### src/rtl/alu_operand_sequencer_pkg.sv
// alu_operand_sequencer_pkg: opcodes, flag indices and FSM encoding shared by the sequencer and its logic bank.
package alu_operand_sequencer_pkg;
  localparam logic [3:0] OP_PASS = 4'd0;
  localparam logic [3:0] OP_AND  = 4'd1;
  localparam logic [3:0] OP_OR   = 4'd2;
  localparam logic [3:0] OP_XOR  = 4'd3;
  localparam logic [3:0] OP_NAND = 4'd4;
  localparam logic [3:0] OP_NOR  = 4'd5;
  localparam logic [3:0] OP_NOT  = 4'd6;
  localparam logic [3:0] OP_ADD  = 4'd7;
  localparam logic [3:0] OP_SUB  = 4'd8;
  localparam logic [3:0] OP_SHL  = 4'd9;
  localparam logic [3:0] OP_SHR  = 4'd10;
  localparam logic [3:0] OP_CLR  = 4'd11;
  localparam int FLG_ZERO  = 0;
  localparam int FLG_CARRY = 1;
  localparam int FLG_OVF   = 2;
  localparam int FLG_ERR   = 3;
  typedef enum logic [1:0] {IDLE = 2'd0, EXEC = 2'd1, DONE = 2'd2} state_e;
endpackage

### src/rtl/alu_operand_sequencer_logic_bank.sv
// alu_logic_bank: combinational gate units and adder, muxed by opcode, with raw carry/overflow.
module alu_logic_bank
  import alu_operand_sequencer_pkg::*;
#(
  parameter int WIDTH = 16,
  parameter int OPW   = 4
) (
  input  logic [OPW-1:0]   op,
  input  logic [WIDTH-1:0] a,
  input  logic [WIDTH-1:0] b,
  output logic [WIDTH-1:0] result,
  output logic             carry,
  output logic             ovf
);
  logic             sub;
  logic [WIDTH-1:0] b_eff;
  logic [WIDTH:0]   sum;
  assign sub   = op == OP_SUB;
  assign b_eff = sub ? ~b : b;
  // subtraction reuses the adder as a + ~b + 1, so carry is the inverted borrow
  assign sum   = {1'b0, a} + {1'b0, b_eff} + (WIDTH + 1)'(sub);
  always_comb begin
    result = '0;
    carry  = 1'b0;
    ovf    = 1'b0;
    case (op)
      OP_PASS: result = b;
      OP_AND:  result = a & b;
      OP_OR:   result = a | b;
      OP_XOR:  result = a ^ b;
      OP_NAND: result = ~(a & b);
      OP_NOR:  result = ~(a | b);
      OP_NOT:  result = ~a;
      OP_ADD, OP_SUB: begin
        result = sum[WIDTH-1:0];
        carry  = sum[WIDTH];
        ovf    = (a[WIDTH-1] == b_eff[WIDTH-1]) && (sum[WIDTH-1] != a[WIDTH-1]);
      end
      OP_SHL: begin
        result = {a[WIDTH-2:0], 1'b0};
        carry  = a[WIDTH-1];
      end
      OP_SHR: begin
        result = {1'b0, a[WIDTH-1:1]};
        carry  = a[0];
      end
      default: result = '0;
    endcase
  end
endmodule

### src/rtl/alu_operand_sequencer.sv
// alu_operand_sequencer: handshake-driven IDLE/EXEC/DONE sequencer feeding the logic bank into a flagged accumulator.
module alu_operand_sequencer
  import alu_operand_sequencer_pkg::*;
#(
  parameter int WIDTH = 16,
  parameter int OPW   = 4
) (
  input  logic             clk,
  input  logic             rst_n,
  input  logic             in_valid,
  output logic             in_ready,
  input  logic [OPW-1:0]   in_op,
  input  logic [WIDTH-1:0] in_a,
  input  logic [WIDTH-1:0] in_b,
  input  logic             in_use_acc,
  output logic             out_valid,
  input  logic             out_ready,
  output logic [WIDTH-1:0] out_result,
  output logic [3:0]       out_flags
);
  state_e           state_q, state_d;
  logic [WIDTH-1:0] acc_q, acc_d, opa_q, opa_d, opb_q, opb_d, res;
  logic [OPW-1:0]   op_q, op_d;
  logic [3:0]       flags_q, flags_d;
  logic             carry, ovf, illegal;
  alu_logic_bank #(.WIDTH(WIDTH), .OPW(OPW)) u_bank (
    .op(op_q), .a(opa_q), .b(opb_q), .result(res), .carry(carry), .ovf(ovf)
  );
  assign illegal    = op_q > OPW'(OP_CLR);
  assign in_ready   = state_q == IDLE;
  assign out_valid  = state_q == DONE;
  assign out_result = acc_q;
  assign out_flags  = flags_q;
  always_comb begin
    state_d = state_q;
    acc_d   = acc_q;
    flags_d = flags_q;
    opa_d   = opa_q;
    opb_d   = opb_q;
    op_d    = op_q;
    case (state_q)
      IDLE: if (in_valid) begin
        opa_d   = in_use_acc ? acc_q : in_a;
        opb_d   = in_b;
        op_d    = in_op;
        state_d = EXEC;
      end
      EXEC: begin
        // an illegal opcode leaves the accumulator untouched and only raises err
        acc_d   = illegal ? acc_q : res;
        flags_d = illegal ? {1'b1, 2'b00, acc_q == '0} : {1'b0, ovf, carry, res == '0};
        state_d = DONE;
      end
      DONE: state_d = out_ready ? IDLE : DONE;
      default: state_d = IDLE;
    endcase
  end
  always_ff @(posedge clk or negedge rst_n) begin
    if (!rst_n) begin
      state_q <= IDLE;
      acc_q   <= '0;
      flags_q <= '0;
      opa_q   <= '0;
      opb_q   <= '0;
      op_q    <= '0;
    end else begin
      state_q <= state_d;
      acc_q   <= acc_d;
      flags_q <= flags_d;
      opa_q   <= opa_d;
      opb_q   <= opb_d;
      op_q    <= op_d;
    end
  end
endmodule

### config.mk
export PLATFORM = sky130hd
export DESIGN_NAME = alu_operand_sequencer
export DESIGN_NICKNAME = d
export VERILOG_FILES = /design/src/rtl/alu_operand_sequencer_pkg.sv /design/src/rtl/alu_operand_sequencer_logic_bank.sv /design/src/rtl/alu_operand_sequencer.sv
export SDC_FILE = /design/constraint.sdc
export NUM_CORES = 1
export LEC_CHECK = 0
export BUFFER_PORTS_ARGS = -buffer_cell sky130_fd_sc_hd__buf_2
export CORE_ASPECT_RATIO = 0.6
export CORE_MARGIN = 1.5
export CORE_UTILIZATION = 60
export CTS_CLUSTER_DIAMETER = 150
export CTS_CLUSTER_SIZE = 16
export DETAILED_ROUTE_END_ITERATION = 10
export GPL_TIMING_DRIVEN = 1
export PLACE_DENSITY = 0.92
export SLEW_MARGIN = 20
export SYNTH_ARGS = -nofsm -noshare
export SYNTH_HDL_FRONTEND = slang
export SYNTH_SLANG_ARGS = --single-unit
### constraint.sdc
create_clock -name clk -period 4.93 [get_ports clk]
set_clock_uncertainty 0.05 [all_clocks]
set_input_delay 0.493 -clock clk [delete_from_list [all_inputs] [get_ports clk]]
set_output_delay 0.493 -clock clk [all_outputs]
set_load 0.005 [all_outputs]
==> impl_metrics.py, run 1 <==
metrics = {
    "setup_path": {
        "ff2ff_setup_slack_ns": 0.59,
        "critPathArrivalTime_ns": 4.56,
        "cp.required_ns": 5.15,
        "worstSetupStartpointType": "flop",
        "end_kind": "flop",
        "crit_fanout": 12,
        "crit_type": "reg -> reg",
    },
    "drt": {
        "drt_wl_total_um": 17400,
        "drt_pass1_iterations": 6,
        "vias": 5417,
        "via_per_inst": 6.87,
        "drt_iter0_markers": 804,
        "wl_per_cell_um": 22.0,
        "antenna_left": 0,
        "route.detailed.drc": 0,
    },
    "sta": {
        "finalSetupViolations": 0,
        "layout_min_cycle_time_ns": 4.34,
        "slew_violations": 0,
        "hold_viol_final": 0,
        "rsz0062_at_grt": "false",
        "max_freq_ghz": 0.230,
        "setup_ws_ns": 0.585,
        "min_period_over_period": 0.881,
        "fin_tns_setup_ns": 0,
        "worst_pin_slew_ns": 0.966,
        "slew_headroom": 0.354,
    },
    "grt": {
        "grt_pass1_wl_um": 26600,
        "gr-usage-all-layers": 0.378,
        "grt-ovfl-total": 0,
        "grt_antenna_before_repair": 0,
        "grt_pass1_vias": 4965,
        "grt_max_degree": 74,
    },
    "cells_and_area": {
        "nFillCells": 729,
        "drive_above_1_share": 0.164,
        "nets": 764,
        "area_delta_synth_final_pct": 12.0,
        "stdcell_count": 789,
        "final_core_util": 0.694,
        "mostFrequentLayoutCells": "buf_2 (62), a21oi_1 (59), dfrtp_1 (58), ha_1 (50), nand2_1 (48)",
        "final_common_cell": "buf_2",
        "num_antenna_cells": 0,
    },
    "synth": {
        "syn_area_mm2": 0.00529,
        "yosys_warnings": 0,
        "synth.top_cell.area_share": 0.275,
        "synthArstFlopShare": 1.00,
        "synth.ff_latch_count": 58,
        "syn_area_per_cell_um2": 8.38,
        "netlist_instances": 631,
        "yosysUniqueCellTypes": 77,
        "synth_edf_count": 0,
        "yosysTopAreaCell": "dfrtp_1",
        "ys_seq_area_frac": 0.275,
        "synth_nets": 723,
        "synth_ff_type": "dfrtp_1",
        "netlist_top_cells_area": "dfrtp_1 (27%), ha_1 (12%), a21oi_1 (5.7%), mux2i_1 (4.2%), o21ai_0 (4.1%)",
    },
    "clock_tree": {
        "cts_sinks": 58,
        "cts_resized": 0,
        "cts_tree": "done",
        "clock_path_buffers": 2,
        "h-tree-depth": 3,
        "clk_pin_slew_ns": 0.06,
        "clk-insertion-delay-late_ns": 0.33,
        "cts_setup_buffers": 0,
        "postCtsHoldBufs": 0,
        "cts_made_buffers": 9,
        "root_buffer": "clkbuf_16",
    },
    "placed_design": {
        "io_buffers": 62,
        "post-dp-hpwl_um": 12400,
        "dp_cells": 773,
        "post-place-ws_ns": 0.809,
        "place.gp.congestion": 0.981,
    },
    "floorplanning": {
        "io_pins": 63,
        "fp.dieArea_mm2": 0.00940,
        "die_x_um": 124,
        "rows": 26,
        "core_area_mm2": 0.00852,
        "dieHeight_um": 75.7,
        "start_util": 0.620,
    },
    "run": {
        "max_cap_viol_count": 0,
    },
    "min_path": {
        "hold_path.class": "in -> async",
    },
    "status": {
        "status": "finished clean",
    },
}
[registers in the layout, summed over array words and instances, names as in the netlist]
register and cells:
state_q 2, opb_q 16, out_flags 4, op_q 4
out_result 16, opa_q 16
[final timing paths]
| check | from | endpoint | cells past startpoint |
|---|---|---|---|
| setup reg to reg | op_q[2] | out_result[14] | 12 |
| max in group asynchronous | rst_n | out_result[5] | 2 |
| setup / recovery | op_q[2] | out_result[14] | 12 |
| hold reg to reg | out_flags[2] | out_flags[2] | 1 |
| hold / removal | rst_n | op_q[0] | 2 |
| min in group clk | in_op[2] | op_q[2] | 3 |
[logic make-up after synthesis]
| logic type | share of synthesized area |
|---|---|
| compound gates | 0.261 |
| xor+xnor | 0.0381 |
| fa+ha+maj | 0.122 |
| buf+inv | 0.0656 |
| flops | 0.275 |
| mux | 0.0693 |
| simple gates | 0.169 |
[stage by stage]
step	hold WS (ns)	instance area (um2)
finish	0.266	5920
global route	0.318	5920
CTS	0.299	5900
detailed placement	0.441	5630
global placement	0.410	5630
floorplan	0.147	5290
[Yosys cell counts (7+ instances only)]
library cell,count
mux2i_1,22
a31oi_1,7
a211oi_1,7
o21ai_0,43
dfrtp_1,58
clkbuf_1,21
o211ai_1,7
a22o_1,8
mux2_2,8
a22oi_1,10
o221ai_1,11
buf_2,11
nand3_1,11
nor2_1,46
nand2_1,48
ha_1,50
inv_1,40
a221oi_1,8
nand2b_1,14
a21oi_1,60
nor3_1,12
nor2b_1,12
xnor2_1,19
[layout make-up]
class                   count  area [um2]  share of cell area
repair buffers             70         370              0.0626
clock buffers              11         243              0.0410
multi-input cells         491        3520               0.595
flip-flops and latches     58        1450               0.245
inverters                  42         160              0.0271
well taps                 112         140              0.0237
clock inverters             5        30.0             0.00507
[worst max-delay path, stage by stage, from the launching register on]
cell	delay, ns
dfrtp_1	0.40
nor4b_4	0.83
buf_4	0.36
xnor2_1	0.19
ha_1	0.33
a211oi_1	0.28
nor2_1	0.11
o311ai_1	0.61
a31oi_1	0.31
nor3_1	0.21
a31oi_1	0.05
o21ai_0	0.30
mux2_2	0.23
[routing by layer]
metal  track usage  share of wire  wire (um)  vias up
met5             0              0          0        -
met4         0.136          0.030        522        0
met3        0.0973           0.12       2100       68
met2         0.579           0.42       7360      420
met1         0.522           0.43       7400     2523
li1              -              -          -     2406
Power of run 1 is left out: the tool's default activity adds up to more than one toggle a clock period on the data nets, which glitch-free logic cannot reach.
==> inputs of run 2 (changes only) <==
--- a/config.mk
+++ b/config.mk
@@ -13,7 +13,7 @@
 export CTS_CLUSTER_SIZE = 16
 export DETAILED_ROUTE_END_ITERATION = 10
 export GPL_TIMING_DRIVEN = 1
-export PLACE_DENSITY = 0.92
+export PLACE_DENSITY = 0.82
 export SLEW_MARGIN = 20
 export SYNTH_ARGS = -nofsm -noshare
 export SYNTH_HDL_FRONTEND = slang
==> constraint.sdc (replaced) <==
create_clock -name clk -period 4.8 [get_ports clk]
set_clock_uncertainty 0.05 [all_clocks]
set_input_delay 0.48 -clock clk [delete_from_list [all_inputs] [get_ports clk]]
set_output_delay 0.48 -clock clk [all_outputs]
set_load 0.005 [all_outputs]
==> impl_metrics.py, run 2 (synthesis results as in run 1) <==
metrics = {
    "grt": {
        "grt_pass1_vias": 4845,
        "grt-ovfl-total": 0,
        "grt_max_degree": 74,
        "grt_pass1_wl_um": 26000,
        "gr-usage-all-layers": 0.374,
        "grt_antenna_before_repair": 0,
    },
    "clock_tree": {
        "clock_path_buffers": 2,
        "clk_pin_slew_ns": 0.06,
        "clk-insertion-delay-late_ns": 0.34,
        "cts_made_buffers": 9,
        "cts_sinks": 58,
        "cts_setup_buffers": 0,
        "root_buffer": "clkbuf_16",
        "cts_resized": 0,
        "h-tree-depth": 3,
        "cts_tree": "done",
        "postCtsHoldBufs": 0,
    },
    "setup_path": {
        "worstSetupStartpointType": "flop",
        "crit_fanout": 13,
        "slowest_delay_ns": 0.88,
        "end_kind": "flop",
        "path_cells": "nor4b_4 > buf_4 > xnor2_1 > ha_1 > a211oi_1 > nor2_1 > o311ai_1 > nand3b_1 > and4b_1 > nor3_1 > nand4_1 > o41ai_2",
        "critPathArrivalTime_ns": 4.57,
        "worst_r2r_path_depth": 12,
        "crit-reg2reg-launch": "op_q[2]",
        "crit_slowest_cell": "nor4b_4",
        "cp.required_ns": 4.99,
        "ff2ff_setup_slack_ns": 0.42,
        "crit_type": "reg -> reg",
        "rr_endpoint": "out_flags[0]",
    },
    "floorplanning": {
        "die_x_um": 124,
        "dieHeight_um": 75.7,
        "fp.dieArea_mm2": 0.00940,
        "core_area_mm2": 0.00852,
        "start_util": 0.620,
        "rows": 26,
        "io_pins": 63,
    },
    "drt": {
        "wl_per_cell_um": 21.3,
        "antenna_left": 0,
        "route.detailed.drc": 0,
        "drt_wl_total_um": 16800,
        "vias": 5322,
        "via_per_inst": 6.73,
        "drt_pass1_iterations": 6,
        "drt_iter0_markers": 840,
    },
    "placed_design": {
        "dp_cells": 775,
        "io_buffers": 62,
        "dpl_cell_area_mm2": 0.00564,
        "place.gp.congestion": 1.02,
        "post-dp-hpwl_um": 12200,
        "post-place-ws_ns": 0.581,
    },
    "cells_and_area": {
        "nets": 766,
        "area_delta_synth_final_pct": 12.8,
        "final_common_cell": "buf_2",
        "stdcell_count": 791,
        "mostFrequentLayoutCells": "buf_2 (62), a21oi_1 (59), dfrtp_1 (58), ha_1 (50), nand2_1 (48)",
        "drive_above_1_share": 0.166,
        "stdcell_area_mm2": 0.00596,
        "num_antenna_cells": 0,
    },
    "sta": {
        "rsz0062_at_grt": "false",
        "worst_pin_slew_ns": 0.990,
        "min_period_over_period": 0.912,
        "hold_viol_final": 0,
        "slew_headroom": 0.337,
        "fin_tns_setup_ns": 0,
        "max_freq_ghz": 0.228,
        "slew_violations": 0,
        "setup_ws_ns": 0.421,
        "layout_min_cycle_time_ns": 4.38,
        "finalSetupViolations": 0,
    },
    "status": {
        "status": "finished clean",
    },
    "min_path": {
        "hold_path.class": "in -> async",
    },
    "run": {
        "max_cap_viol_count": 0,
    },
}
==> run 2: changes by cell type in the layout (fill, tap and decap cells not counted) <==
cell,delta
buf_4,+2
nor4bb_4,-1
a21oi_4,-1
clkinvlp_4,-1
clkinv_2,-1
bufinv_16,+2
nor4bb_2,+1
a21oi_2,+1
==> run 2: worst max path at each step <==
| stage | startpoint | to | slack, ns | depth (start not counted) |
|---|---|---|---|---|
| floorplan | op_q[2] | out_flags[0] | 1.03 | 13 |
| global placement | op_q[2] | out_flags[0] | 0.73 | 12 |
| detailed placement | op_q[2] | out_flags[0] | 0.58 | 12 |
| CTS | op_q[2] | out_flags[0] | 0.57 | 12 |
| global route | op_q[2] | out_flags[0] | 0.14 | 12 |
| finish | op_q[2] | out_flags[0] | 0.42 | 12 |
==> run 2: through the flow <==
stage | hold WS (ns) | util
final | 0.228 | 0.700
after detailed placement | 0.420 | 0.662
after floorplan | 0.134 | -
after global routing | 0.285 | 0.700
after CTS | 0.280 | 0.700
after global placement | 0.409 | 0.662
==> run 2: metal layers <==
metal | GRT usage | vias to the layer above | wire (um)
li1 | - | 2400 | -
met1 | 0.519 | 2510 | 7270
met2 | 0.577 | 348 | 7200
met3 | 0.0913 | 64 | 1850
met4 | 0.129 | 0 | 520
met5 | 0 | - | 0
==> run 2: layout make-up <==
class,instances,area [um2]
fillers,694,2560
clock inverters,5,77.6
multi-input cells,491,3510
flip-flops and latches,58,1450
well taps,112,140
clock buffers,11,243
repair buffers,72,385
inverters,42,160
==> run 2: worst max-delay path: cells and delay by family (launching register included) <==
family | cells | cell delay, ns
AOI/OAI and AO/OA | 3 | 1.10
xor gates and xnor gates | 1 | 0.18
adders and majority gates | 1 | 0.32
buffers and inverters | 1 | 0.35
DFF | 1 | 0.40
and+or+nand+nor | 6 | 1.86
Power of run 2 is left out for the same reason.
==> inputs of run 3 (changes only) <==
--- a/config.mk
+++ b/config.mk
@@ -14,6 +14,7 @@
 export DETAILED_ROUTE_END_ITERATION = 10
 export GPL_TIMING_DRIVEN = 1
 export PLACE_DENSITY = 0.82
+export REMOVE_ABC_BUFFERS = 1
 export SLEW_MARGIN = 20
 export SYNTH_ARGS = -nofsm -noshare
 export SYNTH_HDL_FRONTEND = slang
==> impl_metrics.py, run 3 (synthesis results as in run 1) <==
metrics = {
    "status": {
        "status": "finished clean",
    },
    "sta": {
        "finalSetupViolations": 0,
        "hold_viol_final": 0,
        "fin_tns_setup_ns": 0,
        "rsz0062_at_grt": "false",
        "layout_min_cycle_time_ns": 3.84,
        "slew_violations": 0,
        "min_period_over_period": 0.800,
        "worst_pin_slew_ns": 0.890,
        "max_freq_ghz": 0.260,
        "slew_headroom": 0.405,
    },
    "clock_tree": {
        "h-tree-depth": 3,
        "cts_setup_buffers": 0,
        "cts_resized": 0,
        "cts_tree": "done",
        "postCtsHoldBufs": 0,
        "cts_sinks": 58,
        "clk-insertion-delay-late_ns": 0.34,
        "clk_pin_slew_ns": 0.06,
        "root_buffer": "clkbuf_16",
        "clock_path_buffers": 2,
        "cts_made_buffers": 9,
    },
    "floorplanning": {
        "fp.dieArea_mm2": 0.00940,
        "die_x_um": 124,
        "io_pins": 63,
        "core_area_mm2": 0.00852,
        "rows": 26,
        "start_util": 0.620,
        "dieHeight_um": 75.7,
    },
    "cells_and_area": {
        "final_core_util": 0.697,
        "final_common_cell": "buf_2",
        "nets": 766,
        "area_delta_synth_final_pct": 12.4,
        "mostFrequentLayoutCells": "buf_2 (62), a21oi_1 (59), dfrtp_1 (58), ha_1 (50), nand2_1 (48)",
        "drive_above_1_share": 0.165,
    },
    "placed_design": {
        "io_buffers": 62,
        "post-dp-hpwl_um": 12200,
        "place.gp.congestion": 0.997,
    },
    "drt": {
        "route.detailed.drc": 0,
        "drt_iter0_markers": 688,
        "antenna_left": 0,
        "vias": 5336,
        "via_per_inst": 6.74,
        "drt_wl_total_um": 17100,
        "wl_per_cell_um": 21.6,
        "drt_pass1_iterations": 7,
    },
    "grt": {
        "gr-usage-all-layers": 0.379,
        "grt_antenna_before_repair": 0,
        "grt-ovfl-total": 0,
        "grt_pass1_wl_um": 26300,
        "grt_pass1_vias": 4826,
        "grt_max_degree": 74,
    },
    "setup_path": {
        "worst_r2r_path_depth": 11,
        "end_kind": "flop",
        "critPathArrivalTime_ns": 4.02,
        "ff2ff_setup_slack_ns": 0.96,
        "crit_fanout": 19,
        "crit_type": "reg -> reg",
        "crit-reg2reg-launch": "op_q[2]",
        "worstSetupStartpointType": "flop",
        "rr_endpoint": "out_flags[0]",
        "cp.required_ns": 4.98,
    },
    "run": {
        "max_cap_viol_count": 0,
    },
    "min_path": {
        "hold_path.class": "in -> async",
    },
}
-- run 3: how the worst max path moves through the flow --
stage               startpoint           end  slack (ns)  cells past startpoint
floorplan              op_q[1]  out_flags[0]        0.57                     11
global placement       op_q[2]  out_flags[0]        1.11                     11
detailed placement     op_q[2]  out_flags[0]        1.08                     12
CTS                    op_q[2]  out_flags[0]        1.03                     12
global route           op_q[2]  out_flags[0]        0.73                     12
finish                 op_q[2]  out_flags[0]        0.96                     11
-- run 3: stage by stage --
step	hold WS, ns	instance area (um2)	std cells	setup WS (ns)
3_5_place_dp	0.429	5630	775	1.08
5_1_grt	0.300	5940	791	0.733
4_1_cts	0.276	5940	791	1.03
6_report	0.217	5940	792	0.958
3_3_place_gp	0.416	5630	775	1.11
2_1_floorplan	0.134	5100	591	0.570
-- run 3: routing by layer --
layer | routed length, um | track usage | part of all wire
met1 | 7510 | 0.562 | 0.44
met3 | 2500 | 0.144 | 0.15
met4 | 382 | 0.120 | 0.022
met2 | 6680 | 0.501 | 0.39
met5 | 0 | 0 | 0
-- run 3: area by class of cell --
cell class / instances / area [um2]
diodes: 1 / 2.50
clock buffers: 10 / 239
clock inverters: 6 / 66.3
fillers: 713 / 2580
inverters: 42 / 160
multi-input cells: 491 / 3490
flip-flops and latches: 58 / 1450
well taps: 112 / 140
repair buffers: 72 / 385
-- run 3: critical path, stage by stage (launching register included) --
cell and delay [ns]:
dfrtp_1 0.40, nor4b_4 0.43, buf_4 0.38, nand2_1 0.09
o21ai_0 0.12, fa_1 0.46, a22o_1 0.24, a211oi_1 0.70
nand3_1 0.16, nor4_1 0.31, nand4_1 0.16, o41ai_2 0.23
Power of run 3 is left out for the same reason.
